`config.mk`:
```
export PLATFORM = sky130hd
export DESIGN_NAME = invtlb_seq
export DESIGN_NICKNAME = d
export VERILOG_FILES = /design/src/rtl/invtlb_seq.sv
export SDC_FILE = /design/constraint.sdc
export NUM_CORES = 1
export LEC_CHECK = 0
export CORE_MARGIN = 4
export CORE_UTILIZATION = 30
export CTS_CLUSTER_DIAMETER = 200
export DETAILED_ROUTE_END_ITERATION = 12
export PLACE_DENSITY = 0.69
export SLEW_MARGIN = 40
export SYNTH_ARGS = -nofsm -noshare
export SYNTH_HDL_FRONTEND = slang
export SYNTH_SLANG_ARGS = --single-unit
```
`constraint.sdc`:
```
create_clock -name clk -period 3.72 [get_ports clk]
set_input_delay 0.372 -clock clk [delete_from_list [all_inputs] [get_ports clk]]
set_output_delay 0.372 -clock clk [all_outputs]
set_load 0.05 [all_outputs]
```
`src/rtl/invtlb_seq.sv`:
```
// invtlb_seq: multi-cycle INVTLB sequencer.
// Walks every TLB entry through the single-index read port, evaluates the
// INVTLB match condition against the latched op/ASID/VA one cycle after each
// read, and clears the E bit of each matching entry through the invalidate port.
//
// Ports:
//   clk, reset                    clock, asynchronous active-low reset
//   start, op, op_asid, op_va     request + operands (sampled only in IDLE)
//   busy, done, illegal           status; pipeline holds while busy
//   rd_en, rd_index               TLB read request
//   rd_e/g/asid/vppn/ps           read data, valid one cycle after rd_en
//   inv_we, inv_index             E-bit clear strobe
//   inv_count                     entries invalidated by the last op
module invtlb_seq #(
  parameter int TLBNUM     = 16,
  parameter int TLBNUMSIZE = 4
) (
  input  logic                  clk,
  input  logic                  reset,
  input  logic                  start,
  input  logic [4:0]            op,
  input  logic [9:0]            op_asid,
  input  logic [18:0]           op_va,
  output logic                  busy,
  output logic                  done,
  output logic                  illegal,
  output logic                  rd_en,
  output logic [TLBNUMSIZE-1:0] rd_index,
  input  logic                  rd_e,
  input  logic                  rd_g,
  input  logic [9:0]            rd_asid,
  input  logic [18:0]           rd_vppn,
  input  logic [5:0]            rd_ps,
  output logic                  inv_we,
  output logic [TLBNUMSIZE-1:0] inv_index,
  output logic [TLBNUMSIZE:0]   inv_count
);

  typedef enum logic [1:0] {S_IDLE, S_WALK, S_DRAIN, S_DONE} state_t;

  localparam logic [TLBNUMSIZE-1:0] LAST_IDX = TLBNUMSIZE'(TLBNUM - 1);

  state_t                state, state_nxt;
  logic [TLBNUMSIZE-1:0] ptr;
  logic [4:0]            op_q;
  logic [9:0]            asid_q;
  logic [18:0]           va_q;
  logic                  ill_q;
  // compare stage: index and valid of the read issued last cycle
  logic                  cmp_vld;
  logic [TLBNUMSIZE-1:0] cmp_idx;
  logic [TLBNUMSIZE:0]   cnt;

  logic op_ok;
  logic va_hit, asid_eq, match;

  assign op_ok = (op <= 5'd6);

  // ---------------- state register ----------------
  always_ff @(posedge clk or negedge reset) begin
    if (!reset) state <= S_IDLE;
    else        state <= state_nxt;
  end

  // ---------------- next state / control outputs ----------------
  always_comb begin
    state_nxt = state;
    busy      = 1'b0;
    done      = 1'b0;
    illegal   = 1'b0;
    rd_en     = 1'b0;
    unique case (state)
      S_IDLE: begin
        if (start) state_nxt = op_ok ? S_WALK : S_DONE;
      end
      S_WALK: begin
        busy  = 1'b1;
        rd_en = 1'b1;
        if (ptr == LAST_IDX) state_nxt = S_DRAIN;
      end
      S_DRAIN: begin
        // last entry's data arrives now; compare stage finishes it
        busy      = 1'b1;
        state_nxt = S_DONE;
      end
      S_DONE: begin
        busy      = 1'b1;
        done      = 1'b1;
        illegal   = ill_q;
        state_nxt = S_IDLE;
      end
      default: state_nxt = S_IDLE;
    endcase
  end

  assign rd_index = ptr;

  // ---------------- datapath registers ----------------
  always_ff @(posedge clk or negedge reset) begin
    if (!reset) begin
      ptr     <= '0;
      op_q    <= '0;
      asid_q  <= '0;
      va_q    <= '0;
      ill_q   <= 1'b0;
      cmp_vld <= 1'b0;
      cmp_idx <= '0;
      cnt     <= '0;
    end else begin
      cmp_vld <= (state == S_WALK);
      cmp_idx <= ptr;

      if (state == S_IDLE && start) begin
        ill_q <= ~op_ok;
        cnt   <= '0;
        if (op_ok) begin
          op_q   <= op;
          asid_q <= op_asid;
          va_q   <= op_va;
        end
      end else if (inv_we) begin
        cnt <= cnt + (TLBNUMSIZE+1)'(1);
      end

      // power-of-two entry count: natural wrap returns ptr to 0 after the last read
      if (state == S_WALK) ptr <= ptr + TLBNUMSIZE'(1);
    end
  end

  // ---------------- match evaluation ----------------
  always_comb begin
    va_hit = 1'b0;
    if (rd_ps == 6'd12)      va_hit = (rd_vppn == va_q);
    else if (rd_ps == 6'd21) va_hit = (rd_vppn[18:9] == va_q[18:9]);
  end

  assign asid_eq = (rd_asid == asid_q);

  always_comb begin
    match = 1'b0;
    unique case (op_q)
      5'd0, 5'd1: match = 1'b1;  // ops 0/1 ignore the E bit
      5'd2:       match = rd_e &  rd_g;
      5'd3:       match = rd_e & ~rd_g;
      5'd4:       match = rd_e & ~rd_g & asid_eq;
      5'd5:       match = rd_e & ~rd_g & asid_eq & va_hit;
      5'd6:       match = rd_e & (rd_g | asid_eq) & va_hit;
      default:    match = 1'b0;
    endcase
  end

  assign inv_we    = cmp_vld & match;
  assign inv_index = cmp_idx;
  assign inv_count = cnt;

endmodule

```
==> results of run 1 <==
critical path, cell delays in order:
cell             delay [ns]
clkdlybuf4s50_1        0.44
nor3b_1                0.32
nand4_1                0.15
nor4_1                 0.32
o2111ai_1              0.24
a211oi_4               0.49
buf_12                 0.20
per-stage QoR:
step | worst slack [ns] | instance area (sq um) | instances | hold slack, ns | utilization, %
after floorplan | 1.49 | 2480 | 199 | 0.0764 | -
after global routing | 0.682 | 3610 | 399 | 0.124 | 45.8
final | 0.817 | 3610 | 399 | 0.0814 | 45.8
after global placement | 0.898 | 3520 | 391 | 0.433 | 44.7
after CTS | 0.815 | 3610 | 399 | 0.0984 | 45.8
after detailed placement | 0.826 | 3520 | 391 | 0.434 | 44.7
power by group through the flow:
stage          registers (mW)  logic [mW]  clock network, mW
6_report                0.986        1.15              0.327
5_1_grt                  1.02        1.23              0.370
3_5_place_dp             1.00        1.16                  0
3_3_place_gp            0.989        1.13                  0
4_1_cts                 0.991        1.16              0.347
2_1_floorplan            1.15       0.621                  0
logic make-up after synthesis:
logic type      count (synthesis)  share of synthesized area [%]
compound gates                 18                           5.41
xor+xnor                       34                           12.0
fa+ha+maj                       7                           3.54
buf+inv                         8                           1.21
flops                          51                           51.5
mux                            35                           15.8
simple gates                   46                           10.5
cell usage in the layout (no fill, tap or decap), types with 3 or more instances in the layout:
cell,count
nor4_1,3
mux2_2,33
nand3_1,4
clkdlybuf4s50_1,89
nand2_1,11
o21ai_0,6
xnor2_1,25
nor3b_1,3
nand4_1,7
and2_1,4
ha_1,7
clkbuf_8,5
dfrtp_1,51
nor2_1,4
xor2_1,9
inv_1,5
a21oi_1,3
path summary, 6_finish.rpt:
path	startpoint	to	slack, ns	cells past startpoint
setup reg to reg	state[0]$_DFFE_PN0P_	asid_q[7]$_DFFE_PN0P_	1.43	6
min in group clk	rd_index[3]$_DFFE_PN0P_	inv_index[3]$_DFF_PN0_	0.46	0
hold / removal	reset	asid_q[2]$_DFFE_PN0P_	0.08	1
max in group asynchronous	reset	inv_count[0]$_DFFE_PN0P_	2.88	2
hold reg to reg	rd_index[3]$_DFFE_PN0P_	inv_index[3]$_DFF_PN0_	0.46	0
setup / recovery	rd_ps[2]	inv_we	0.82	7
area by class of cell:
| cell class | instances | area (sq um) | share of cell area [%] |
|---|---|---|---|
| clock buffer | 5 | 68.8 | 1.90 |
| inverter | 5 | 18.8 | 0.519 |
| timing repair buffer | 93 | 931 | 25.8 |
| clock inverter | 3 | 22.5 | 0.623 |
| tap | 102 | 128 | 3.53 |
| sequential | 51 | 1280 | 35.3 |
| multi-input combinational | 140 | 1170 | 32.4 |
metal layers:
metal  global-route usage, %  routed length [microns]  up-vias
li1                        -                        -      892
met1                    14.6                     2460      859
met2                    20.1                     2820       61
met3                    4.25                      458        4
met4                    2.94                       34        0
met5                       0                        0        -
sequential cells by signal, indices dropped and copies added (netlist names):
signal     cells
inv_index      4
va_q          19
inv_count      5
ill_q          1
op_q           5
cmp_vld        1
asid_q        10
state          2
rd_index       4
==> key figures, run 1 <==
Power and ir drop
  – Power Internal: 1.49 mW
  – Seq pwr share: 40.1%
  – Sw Ratio: 39.4%
  – Comb power frac: 46.6%
  – Pleak: 1.49 nW
  – Clock Power Share: 13.3%
  – Power Dens Cells: 681 mW/mm^2
  – Net Sw Power: 0.970 mW
  – Pwr Total: 2.46 mW
  – Peak supply drop: 0.405 mV

Synth
  – Seq/Total Area, Yosys: 51.5%
  – Cell count after synthesis: 199
  – Primary FF master, synth: dfrtp_1
  – Synth async-reset ratio: 100%
  – Commonest cells in the netlist: dfrtp_1 (51), mux2_2 (33), xnor2_1 (25)
  – Synth area leaders: dfrtp_1 (52%), mux2_2 (15%), xnor2_1 (8.8%), ha_1 (3.5%), xor2_1 (3.2%)
  – Top-count cell post-synth: dfrtp_1
  – Syn nets: 280
  – Synth area leader: dfrtp_1
  – Top cell type's share of synthesized area: 51.5%
  – Syn. warnings: 0
  – Cell variety after synth: 33
  – Mapped cell area: 0.00248 sq mm
  – Post-synth EDFFs: 0
  – Syn Area/Cell: 12.4 sq um
  – #FFs+latches synth: 51

Timing
  – Setup repair after global routing missed its margin: no
  – Fin crit period: 2.90 ns
  – Max Slew Vio Count: 0
  – Worst Tran Pin Value: 0.628 ns
  – Setup TNS: 0 ns
  – Worst clock skew: 0.0109 ns
  – Fmax: 0.344 GHz
  – Fin crit share: 78.0%
  – Final Setup Violations: 0
  – Fin. Hold Viols: 0
  – Slew margin rel.: 58.1%

Cells and area
  – Final Net Count: 377
  – Fillers: 736
  – Layout cells sized above 1: 16.2%
  – Area Growth Syn to Fin: 46.0%
  – Antenna fix cells: 0

Global routing
  – Gr usage total: 11.9%
  – Largest net degree at the start of global routing: 28
  – First-pass GRT wire length: 9.44 mm
  – Antenna violations before repair: 0
  – Vias in the first global route: 1933
  – Gr ovfl total: 0

Clock network
  – CTS tree: yes
  – CTS sink count: 51
  – Hold-fix buffers, CTS: 0
  – Clk root buf: clkbuf_8
  – Clock Pin Slew Worst Setup and Hold Paths: 0.10 ns
  – Resize count post-CTS: 0
  – H-tree depth: 2
  – Later-pin clock latency in the skew report: 0.30 ns
  – CTS Buffer Depth: 2
  – CTS buffer count: 5
  – Postcts setup bufs: 0

Detailed routing
  – Initial DRC count: 46
  – Final antenna-violating net count: 0
  – DRT Wirelength: 5.78 mm
  – Detailed-route via count: 1816
  – # DRC: 0
  – WL/cell: 14.5 microns
  – First-pass iteration count of the detailed router: 4
  – Vias per cell: 4.55

Placement
  – IO Port Bufs: 91
  – GPL Wtd Cong: 0.792
  – DP HPWL: 4.60 mm

Floorplan
  – Die H: 98.9 microns
  – Core Rows: 32
  – Die ar.: 0.00977 sq mm
  – Number of top-level pins: 92
  – Initial core utilization: 31.4%
  – Die X: 98.9 microns
  – Core area: 0.00789 sq mm

Worst setup path
  – Critical path type: input pin to primary output
  – Setup crit start kind: input pin
  – WP data required: 3.35 ns
  – Top fanout value on the critical path: 8
  – Crit. End Element: primary output
  – Arrival time at the worst endpoint: 2.53 ns

Worst hold path
  – Worst min path class: input pin to async pin

Run status
  – Status: finished, final reports clean

Job
  – Max Cap Viol: 0
Power figures use the tool's default switching activity.
==> run 2, diff against run 1 <==
- PLACE_DENSITY: 0.69 -> 0.71
- clock period: 3.72 -> 2.6 ns (I/O delays scaled with it)
==> key figures, run 2 (synthesis gave the netlist of run 1 again) <==
Detailed routing
  – Initial DRC count: 39
  – WL/cell: 14.0 microns
  – Final antenna-violating net count: 0
  – Detailed-route via count: 1848
  – First-pass iteration count of the detailed router: 3
  – Vias per cell: 4.59
  – DRT Wirelength: 5.65 mm
  – # DRC: 0

Run status
  – Status: finished, final reports clean

Timing
  – Max Slew Vio Count: 0
  – Fin. Hold Viols: 0
  – Fmax: 0.419 GHz
  – Setup TNS: 0 ns
  – Setup WS post-layout: 0.211 ns
  – Setup repair after global routing missed its margin: no
  – Worst Tran Pin Value: 0.618 ns
  – Fin crit period: 2.39 ns
  – Fin crit share: 91.9%
  – Hold_ws: 0.462 ns
  – Final Setup Violations: 0
  – Slew margin rel.: 58.8%
  – Worst clock skew: 0.00525 ns

Worst setup path
  – Reg2reg start: va_q[3]$_DFFE_PN0P_
  – Critical path type: flop to primary output
  – RR Endpoint: inv_count[4]$_DFFE_PN0P_
  – R2R Setup Slk: 0.54 ns
  – Worst Setup EP: inv_we
  – Crit. Startpoint: va_q[3]$_DFFE_PN0P_
  – WP data required: 2.34 ns
  – Crit. End Element: primary output
  – Setup crit start kind: flop
  – Register-to-Register Path Depth: 8
  – Arrival time at the worst endpoint: 2.13 ns
  – Top fanout value on the critical path: 8

Cells and area
  – Biggest registers after layout: va_q: 19 flops, asid_q: 10 flops
  – Final Net Count: 381
  – Max reg flops: 19
  – Layout cells sized above 1: 17.9%
  – Commonest non-fill, non-tap cell in the layout: clkdlybuf4s50_1
  – Antenna fix cells: 0
  – Largest Register: va_q
  – Area Growth Syn to Fin: 50.4%
  – Commonest non-fill, non-tap cells in the layout: clkdlybuf4s50_1 (89), dfrtp_1 (51), mux2_2 (33)

Clock network
  – Clk root buf: clkbuf_8
  – CTS sink count: 51
  – CTS buffer count: 5
  – Clock Pin Slew Worst Setup and Hold Paths: 0.09 ns
  – H-tree depth: 2
  – CTS Buffer Depth: 2
  – Postcts setup bufs: 0
  – CTS tree: yes
  – Later-pin clock latency in the skew report: 0.30 ns

Global routing
  – Busiest layer in global routing: met2
  – Antenna violations before repair: 0
  – Met2 Use GR: 20.1%
  – GR Util met3: 3.33%
  – First-pass GRT wire length: 9.30 mm
  – Gr usage total: 11.8%
  – Gr ovfl total: 0
  – Largest net degree at the start of global routing: 30
  – GR Util met1: 14.3%
  – Vias in the first global route: 1940

Power and ir drop
  – Peak supply drop: 0.666 mV
  – Power Dens Cells: 980 mW/mm^2
  – Pleak: 1.53 nW

Job
  – Max Cap Viol: 0

Floorplan
  – Die H: 98.9 microns
  – Number of top-level pins: 92
  – Core Rows: 32
  – Initial core utilization: 31.4%
  – Die X: 98.9 microns
  – Core area: 0.00789 sq mm
  – Die ar.: 0.00977 sq mm

Placement
  – Worst slack at placement: 0.0826 ns
  – DP HPWL: 4.51 mm
  – GPL Wtd Cong: 0.798
  – IO Port Bufs: 91

Worst hold path
  – Worst min path class: flop to flop
run 2: area by class of cell:
class	instances	area [sq um]
Inverter	5	18.8
Tap cell	102	128
Clock inverter	2	35.0
Sequential cell	51	1280
Fill cell	750	4160
Timing Repair Buffer	97	988
Clock buffer	6	82.6
Multi-Input combinational cell	140	1200
run 2: per-layer routing:
| layer | part of all wire [%] | vias to the layer above |
|---|---|---|
| met3 | 5.9 | 8 |
| met4 | 1.3 | 0 |
| met1 | 43 | 893 |
| li1 | - | 895 |
| met2 | 50 | 52 |
| met5 | 0 | - |
run 2: worst min path at each step:
| stage | start | to | slack [ns] | depth (start not counted) |
|---|---|---|---|---|
| after floorplan | reset | asid_q[0]$_DFFE_PN0P_ | -0.04 | 0 |
| after global placement | reset | asid_q[9]$_DFFE_PN0P_ | 0.31 | 1 |
| after detailed placement | reset | asid_q[9]$_DFFE_PN0P_ | 0.31 | 1 |
| after CTS | rd_index[3]$_DFFE_PN0P_ | inv_index[3]$_DFF_PN0_ | 0.46 | 0 |
| after global routing | rd_index[3]$_DFFE_PN0P_ | inv_index[3]$_DFF_PN0_ | 0.49 | 0 |
| final | rd_index[3]$_DFFE_PN0P_ | inv_index[3]$_DFF_PN0_ | 0.46 | 0 |
run 2: through the flow:
stage          instance area, sq um  util (%)  power [mW]  std cells
6_report                       3720      47.2        3.65        403
5_1_grt                        3720      47.2        3.89        403
4_1_cts                        3700      46.9        3.69        403
3_5_place_dp                   3570      45.3        3.10        394
3_3_place_gp                   3570      45.3        3.05        394
2_1_floorplan                  2480         -        2.53        199
run 2: worst max-delay path: stages (launching register included):
cell and delay, ns:
dfrtp_1 0.40, xnor2_1 0.17, nand3_1 0.11, nor4_2 0.32, o2111ai_1 0.23, a211oi_4 0.31
buf_12 0.16, buf_12 0.13
run 2: what timing repair did:
| item | 4_1_cts | 5_1_grt |
|---|---|---|
| setup endpoints to repair | 0 | 1 |
| gates resized for setup | 0 | 4 |
| hold buffers | 1 | 0 |
| hold endpoints to repair | 25 | 0 |
run 2: power breakdown:
| part | switching [mW] | internal [mW] |
|---|---|---|
| clock | 0.262 | 0.312 |
| combinational | 0.861 | 0.806 |
| sequential | 0.263 | 1.15 |
| total | 1.39 | 2.26 |
